### src/rtl/gfx_pkg.sv
// Shared graphics types: game-state encodings, fade FSM states, pixel struct
// and the game-state to background map.
package gfx_pkg;

  localparam logic [3:0] GS_MENU   = 4'b1111;
  localparam logic [3:0] GS_IDLE   = 4'b0000;
  localparam logic [3:0] GS_P1TURN = 4'b0001;
  localparam logic [3:0] GS_P2TURN = 4'b0010;
  localparam logic [3:0] GS_P1DOWN = 4'b0100;
  localparam logic [3:0] GS_P2DOWN = 4'b0101;

  localparam int unsigned RGB_W = 4;

  typedef enum logic [1:0] {
    FADE_IDLE = 2'd0,
    FADE_OUT  = 2'd1,
    FADE_IN   = 2'd2
  } fade_state_t;

  typedef struct packed {
    logic [RGB_W-1:0] r;
    logic [RGB_W-1:0] g;
    logic [RGB_W-1:0] b;
  } rgb_t;

  // The last background index is reserved and never produced here.
  function automatic logic [3:0] bg_map(input logic [3:0] gs);
    logic [3:0] idx;
    idx = 4'd0;
    case (gs)
      GS_MENU:              idx = 4'd0;
      GS_IDLE:              idx = 4'd1;
      GS_P1TURN, GS_P2TURN: idx = 4'd2;
      GS_P1DOWN:            idx = 4'd3;
      GS_P2DOWN:            idx = 4'd4;
      default:              idx = 4'd0;
    endcase
    return idx;
  endfunction

endpackage

### src/rtl/fade_ctrl.sv
// Background selection with a frame-timed fade-out / swap / fade-in sequence
// whenever the game state maps to a different background.
module fade_ctrl
  import gfx_pkg::*;
#(
  parameter int unsigned FADE_FRAMES = 16,
  parameter int unsigned LVL_W       = $clog2(FADE_FRAMES + 1),
  parameter int unsigned BG_W        = 3
) (
  input  logic             clk,
  input  logic             reset,
  input  logic             frame_start,
  input  logic [3:0]       game_state,
  output logic [LVL_W-1:0] level,
  output logic [BG_W-1:0]  cur_bg,
  output logic             fade_busy
);

  localparam logic [LVL_W-1:0] LVL_MAX = LVL_W'(FADE_FRAMES);
  localparam logic [LVL_W-1:0] LVL_ONE = LVL_W'(1);

  fade_state_t     state;
  logic [BG_W-1:0] pend_bg;
  logic [BG_W-1:0] target;

  assign target = BG_W'(bg_map(game_state));

  // Level only moves on frame_start and saturates at both ends.
  always_ff @(posedge clk) begin
    if (reset) begin
      state     <= FADE_IDLE;
      level     <= LVL_MAX;
      cur_bg    <= '0;
      pend_bg   <= '0;
      fade_busy <= 1'b0;
    end else begin
      case (state)
        FADE_IDLE: begin
          if (target != cur_bg) begin
            pend_bg   <= target;
            state     <= FADE_OUT;
            fade_busy <= 1'b1;
          end
        end
        FADE_OUT: begin
          pend_bg <= target;
          if (frame_start) begin
            if (level <= LVL_ONE) begin
              level  <= '0;
              cur_bg <= pend_bg;
              state  <= FADE_IN;
            end else begin
              level <= level - LVL_ONE;
            end
          end
        end
        FADE_IN: begin
          // A new destination reverses direction from the current level.
          if (target != cur_bg) begin
            pend_bg <= target;
            state   <= FADE_OUT;
          end else if (frame_start) begin
            if (level >= LVL_MAX - LVL_ONE) begin
              level     <= LVL_MAX;
              state     <= FADE_IDLE;
              fade_busy <= 1'b0;
            end else begin
              level <= level + LVL_ONE;
            end
          end
        end
        default: begin
          state     <= FADE_IDLE;
          fade_busy <= 1'b0;
        end
      endcase
    end
  end

endmodule

### src/rtl/layer_compositor.sv
// Two-stage pixel pipeline: background select, colour-keyed layer overlay,
// fade scaling and bit-replicated expansion to the VGA DAC width.
module layer_compositor
  import gfx_pkg::*;
#(
  parameter int unsigned NUM_LAYERS  = 2,
  parameter int unsigned NUM_BG      = 6,
  parameter int unsigned COLOR_W     = 4,
  parameter int unsigned OUT_W       = 8,
  parameter int unsigned FADE_FRAMES = 16
) (
  input  logic                              Clk,
  input  logic                              Reset,
  input  logic                              frame_start,
  input  logic                              pixel_valid,
  input  logic [3:0]                        game_state,
  input  logic [NUM_BG*3*COLOR_W-1:0]       bg_rgb,
  input  logic [NUM_LAYERS-1:0]             layer_en,
  input  logic [NUM_LAYERS*3*COLOR_W-1:0]   layer_rgb,
  output logic [OUT_W-1:0]                  VGA_R,
  output logic [OUT_W-1:0]                  VGA_G,
  output logic [OUT_W-1:0]                  VGA_B,
  output logic                              out_valid,
  output logic                              fade_busy
);

  localparam int unsigned PIX_W  = 3 * COLOR_W;
  localparam int unsigned LVL_W  = $clog2(FADE_FRAMES + 1);
  localparam int unsigned BG_W   = $clog2(NUM_BG);
  localparam int unsigned SHIFT  = $clog2(FADE_FRAMES);
  localparam int unsigned PROD_W = COLOR_W + LVL_W;

  typedef struct packed {
    logic [COLOR_W-1:0] r;
    logic [COLOR_W-1:0] g;
    logic [COLOR_W-1:0] b;
  } pix_t;

  logic [LVL_W-1:0] level;
  logic [BG_W-1:0]  cur_bg;

  fade_ctrl #(
    .FADE_FRAMES (FADE_FRAMES),
    .LVL_W       (LVL_W),
    .BG_W        (BG_W)
  ) u_fade_ctrl (
    .clk         (Clk),
    .reset       (Reset),
    .frame_start (frame_start),
    .game_state  (game_state),
    .level       (level),
    .cur_bg      (cur_bg),
    .fade_busy   (fade_busy)
  );

  pix_t bg_arr [NUM_BG];

  for (genvar i = 0; i < NUM_BG; i++) begin : g_bg
    assign bg_arr[i] = bg_rgb[i*PIX_W +: PIX_W];
  end

  // Stage 1: capture the selected background and raw layer data.
  logic                            s1_valid;
  pix_t                            s1_bg;
  logic [NUM_LAYERS-1:0]           s1_en;
  logic [NUM_LAYERS*PIX_W-1:0]     s1_layer_rgb;
  logic [LVL_W-1:0]                s1_level;

  always_ff @(posedge Clk) begin
    if (Reset) begin
      s1_valid     <= 1'b0;
      s1_bg        <= '0;
      s1_en        <= '0;
      s1_layer_rgb <= '0;
      s1_level     <= LVL_W'(FADE_FRAMES);
    end else begin
      s1_valid     <= pixel_valid;
      s1_bg        <= bg_arr[cur_bg];
      s1_en        <= layer_en;
      s1_layer_rgb <= layer_rgb;
      s1_level     <= level;
    end
  end

  pix_t lay_arr [NUM_LAYERS];

  for (genvar j = 0; j < NUM_LAYERS; j++) begin : g_lay
    assign lay_arr[j] = s1_layer_rgb[j*PIX_W +: PIX_W];
  end

  // All-zero colour is the transparency key; later layers win.
  pix_t comp;

  always_comb begin
    comp = s1_bg;
    for (int i = 0; i < NUM_LAYERS; i++) begin
      if (s1_en[i] && (lay_arr[i] != '0)) comp = lay_arr[i];
    end
  end

  function automatic logic [COLOR_W-1:0] scale(input logic [COLOR_W-1:0] c,
                                               input logic [LVL_W-1:0]   lvl);
    logic [PROD_W-1:0] prod;
    prod = PROD_W'(c) * PROD_W'(lvl);
    return COLOR_W'(prod >> SHIFT);
  endfunction

  logic [COLOR_W-1:0] sc_r, sc_g, sc_b;
  logic [OUT_W-1:0]   ex_r, ex_g, ex_b;

  assign sc_r = scale(comp.r, s1_level);
  assign sc_g = scale(comp.g, s1_level);
  assign sc_b = scale(comp.b, s1_level);

  // Replicate MSB-first so full scale maps to full scale.
  for (genvar k = 0; k < OUT_W; k++) begin : g_expand
    assign ex_r[OUT_W-1-k] = sc_r[COLOR_W-1-(k % COLOR_W)];
    assign ex_g[OUT_W-1-k] = sc_g[COLOR_W-1-(k % COLOR_W)];
    assign ex_b[OUT_W-1-k] = sc_b[COLOR_W-1-(k % COLOR_W)];
  end

  // Stage 2: output registers, blanked when the pixel is not visible.
  always_ff @(posedge Clk) begin
    if (Reset) begin
      out_valid <= 1'b0;
      VGA_R     <= '0;
      VGA_G     <= '0;
      VGA_B     <= '0;
    end else begin
      out_valid <= s1_valid;
      VGA_R     <= s1_valid ? ex_r : '0;
      VGA_G     <= s1_valid ? ex_g : '0;
      VGA_B     <= s1_valid ? ex_b : '0;
    end
  end

endmodule

### config.mk
export PLATFORM = sky130hd
export DESIGN_NAME = layer_compositor
export DESIGN_NICKNAME = d
export VERILOG_FILES = /design/src/rtl/gfx_pkg.sv /design/src/rtl/fade_ctrl.sv /design/src/rtl/layer_compositor.sv
export SDC_FILE = /design/constraint.sdc
export NUM_CORES = 1
export LEC_CHECK = 0
export BUFFER_PORTS_ARGS = -buffer_cell sky130_fd_sc_hd__clkbuf_2
export CORE_ASPECT_RATIO = 0.75
export CORE_MARGIN = 3
export CORE_UTILIZATION = 45
export DETAILED_ROUTE_END_ITERATION = 10
export GPL_TIMING_DRIVEN = 0
export PLACE_DENSITY = 0.7
export SLEW_MARGIN = 10
export SYNTH_ARGS = -nofsm -noshare
export SYNTH_HDL_FRONTEND = slang
export SYNTH_SLANG_ARGS = --single-unit
### constraint.sdc
create_clock -name Clk -period 8.5 [get_ports Clk]
set_input_delay 0.425 -clock Clk [delete_from_list [all_inputs] [get_ports Clk]]
set_output_delay 0.425 -clock Clk [all_outputs]
set_load 0.01 [all_outputs]
==> metrics.csv <==
stage;metric;value;unit
cts;cts-resized-gates;0;
grt;grt_pass1_vias;4431;
worst_setup_path;r2r_end;VGA_R[3];
grt;grt_pass1_wl;21.3;mm
final_layout;diodes;0;
logic_synthesis;yosysWarnings;0;
cts;postCtsSetupRepairBufs;0;
sta;max_freq;209;MHz
logic_synthesis;ys.flop_type;dfxtp_1;
worst_setup_path;reg2reg_depth;16;
cts;ctsHoldBuffers;0;
logic_synthesis;synth-edff-count;0;
final_layout;layout_common_cells;clkbuf_2, dfxtp_1, nor2_1;
sta;tns;0;ns
die;core_area;10400;sq um
detailed_routing;via_count;4371;
cts;cts.path.max_buffers;2;
pwr;p_leak;2.80;nW
detailed_routing;vias_per_cell;5.40;
worst_setup_path;worstPathArrival;5.06;ns
cts;cts_sinks;71;
worst_setup_path;r2r_slack;3.71;ns
worst_setup_path;cpMaxStageDelayCell;fa_1;
sta;worst_slew_pin_slew;1.02;ns
detailed_routing;ant_nets;0;
worst_setup_path;crit_path_start_kind;flip-flop;
grt;grt_use_total;22.2;%
worst_setup_path;critPathMaxFanout;10;
worst_setup_path;crit_path_end;VGA_R[3];
pwr;peakVddDrop;0.110;mV
pwr;power_density;152;nW/um^2
place;place_inst;793;
sta;period_share;56.3;%
die;rows;32;
place;globalplace.congestion;0.856;
sta;final_max_slew_viol_count;0;
pwr;power;905;uW
grt;grt_max_degree;17;
final_layout;syn_to_final_growth;23.4;%
detailed_routing;first_iter_violations;195;
die;die_area;12000;sq um
logic_synthesis;synth_cell_type_count;62;
worst_setup_path;worstPathCellList;nor4_4 > a31o_2 > buf_2 > buf_1 > nor2_1 > a31oi_1 > nand2_1 > fa_1 > fa_1 > inv_1 > ha_1 > and3_1 > o211ai_1 > o311a_1 > a21oi_1 > mux2i_1;
detailed_routing;drcViolationCount;0;
sta;fin_crit;4.79;ns
detailed_routing;post_drt_wl_per_cell;15.8;um
worst_setup_path;critPathRequiredTime;8.77;ns
die;die_h;95.5;um
sta;rsz0062_at_grt;false;
cts;clkTransAtPathRegs;0.07;ns
status;status;finished, final reports clean;
final_layout;final_common_cell;clkbuf_2;
cts;clock_latency;0.34;ns
die;die_w;125;um
final_layout;drive_above_1_share;30.3;%
grt;antenna_found_initial;0;
worst_hold_path;min_path_type;in -> reg;
final_layout;fin_nets;820;
logic_synthesis;ys_ff_latch;71;
worst_setup_path;crit_type;reg -> reg;
die;pin_count;132;
cts;cts_tree;done;
grt;grt_remaining_overflow;0;
final_layout;fin_area;5930;sq um
place;port_buffers;131;
place;pre_cts_slack;3.74;ns
sta;fin_skew;0.0104;ns
worst_setup_path;cp_common_cell;fa_1;
die;initial_utilization;46.4;%
worst_setup_path;end_kind;flip-flop;
logic_synthesis;seq_area_frac_synth;29.6;%
place;dp_hpwl;10.6;mm
sta;slew_headroom;31.3;%
worst_setup_path;crit_path_max_incr_delay;0.55;ns
cts;htreeDepth;3;
sta;finalSetupViolCount;0;
place;dpl_cell_area;5640;sq um
detailed_routing;drtPass1Iterations;4;
logic_synthesis;syn_area;4810;sq um
logic_synthesis;synth_area_per_cell;9.14;sq um
sta;fin_ws;3.71;ns
final_layout;fin_cells;809;
cts;numCtsBuffers;9;
logic_synthesis;syn-num-nets;678;
detailed_routing;wirelength;12.8;mm
worst_setup_path;r2r_start;s1_layer_rgb[16];
logic_synthesis;async_reset_ff_share;0;%
flow_run;maxCapViolations;0;
worst_setup_path;worstSetupStartpoint;s1_layer_rgb[16];
logic_synthesis;syn_inst;526;
cts;root_buffer;clkbuf_16;
sta;hold_viol_final;0;
-- layout make-up --
| class | count | area (sq um) |
|---|---|---|
| fillers | 983 | 4440 |
| well taps | 136 | 170 |
| repair buffers | 131 | 656 |
| plain buffers | 34 | 176 |
| multi-input cells | 380 | 3060 |
| flip-flops and latches | 71 | 1420 |
| inverters | 41 | 154 |
| clock inverters | 7 | 73.8 |
| clock buffers | 9 | 225 |
-- flip-flops by register name, indices dropped and copies added (netlist names) --
register               count
s1_layer_rgb              24
s1_bg                     12
s1_level                   5
u_fade_ctrl.level          5
VGA_B                      4
VGA_G                      4
VGA_R                      4
u_fade_ctrl.cur_bg         3
u_fade_ctrl.pend_bg        3
s1_en                      2
u_fade_ctrl.state          2
out_valid                  1
s1_valid                   1
u_fade_ctrl.fade_busy      1
-- synthesized netlist by cell type, drive strengths merged, types with 6 or more instances --
library cell | number | area (sq um)
a21oi | 14 | 70.1
a22oi | 12 | 90.1
a311oi | 6 | 58.8
a31oi | 12 | 90.1
and2 | 28 | 175
and3 | 10 | 65.1
buf | 18 | 116
clkbuf | 16 | 60.1
dfxtp | 71 | 1420
fa | 15 | 300
ha | 31 | 388
inv | 41 | 154
mux2 | 14 | 158
mux2i | 8 | 80.1
mux4 | 12 | 270
nand2 | 40 | 150
nor2 | 48 | 180
nor2b | 33 | 206
nor4 | 6 | 82.6
o211ai | 6 | 45.0
o21ai | 11 | 55.1
-- how the worst min path moves through the flow --
stage / startpoint / slack, ns / depth (start not counted) / endpoint
finish: layer_rgb[4] / 0.29 / 2 / s1_layer_rgb[4]
global route: layer_rgb[9] / 0.30 / 2 / s1_layer_rgb[9]
CTS: layer_rgb[2] / 0.28 / 2 / s1_layer_rgb[2]
detailed placement: u_fade_ctrl.pend_bg[2] / 0.45 / 2 / u_fade_ctrl.pend_bg[2]
global placement: u_fade_ctrl.pend_bg[2] / 0.44 / 2 / u_fade_ctrl.pend_bg[2]
floorplan: u_fade_ctrl.pend_bg[2] / 0.43 / 2 / u_fade_ctrl.pend_bg[2]
-- metal layers --
| layer | vias up | wire length, um | GRT usage [%] |
|---|---|---|---|
| li1 | 2143 | - | - |
| met1 | 2035 | 5490 | 26.8 |
| met2 | 175 | 6180 | 39.2 |
| met3 | 18 | 828 | 4.93 |
| met4 | 0 | 276 | 8.21 |
| met5 | - | 0 | 0 |
-- kinds of logic (layout without fill, tap and decap cells) --
kind of cell               count (synthesis)  count (layout)  synth area share [%]
and+or+nand+nor                          189             189                  20.9
AOI/OAI and AO/OA                        103             103                  16.4
buffers and inverters                     75             222                  6.87
DFF                                       71              71                  29.6
adders and majority gates                 46              46                  14.3
muxes                                     34              34                  10.6
xor gates and xnor gates                   8               8                  1.46
-- critical path: cells and delay by family (launching register included) --
| family | cells | cell delay, ns |
|---|---|---|
| adders and majority gates | 3 | 1.32 |
| AOI/OAI and AO/OA | 5 | 1.30 |
| and+or+nand+nor | 4 | 0.84 |
| buffers and inverters | 3 | 0.69 |
| DFF | 1 | 0.37 |
| muxes | 1 | 0.19 |
-- through the flow --
stage          utilization (%)  hold slack (ns)
2_1_floorplan                -            0.431
3_3_place_gp              54.3            0.444
3_5_place_dp              54.3            0.455
4_1_cts                   57.2            0.281
5_1_grt                   57.2            0.297
6_report                  57.2            0.289
-- power breakdown --
part           switching (mW)  leakage (nW)  internal, mW
logic                  0.0887          2.06        0.0777
clock network           0.167         0.147         0.207
registers              0.0145         0.585         0.350
total                   0.270          2.80         0.635
Note: power is estimated with default switching activity, not from simulation.
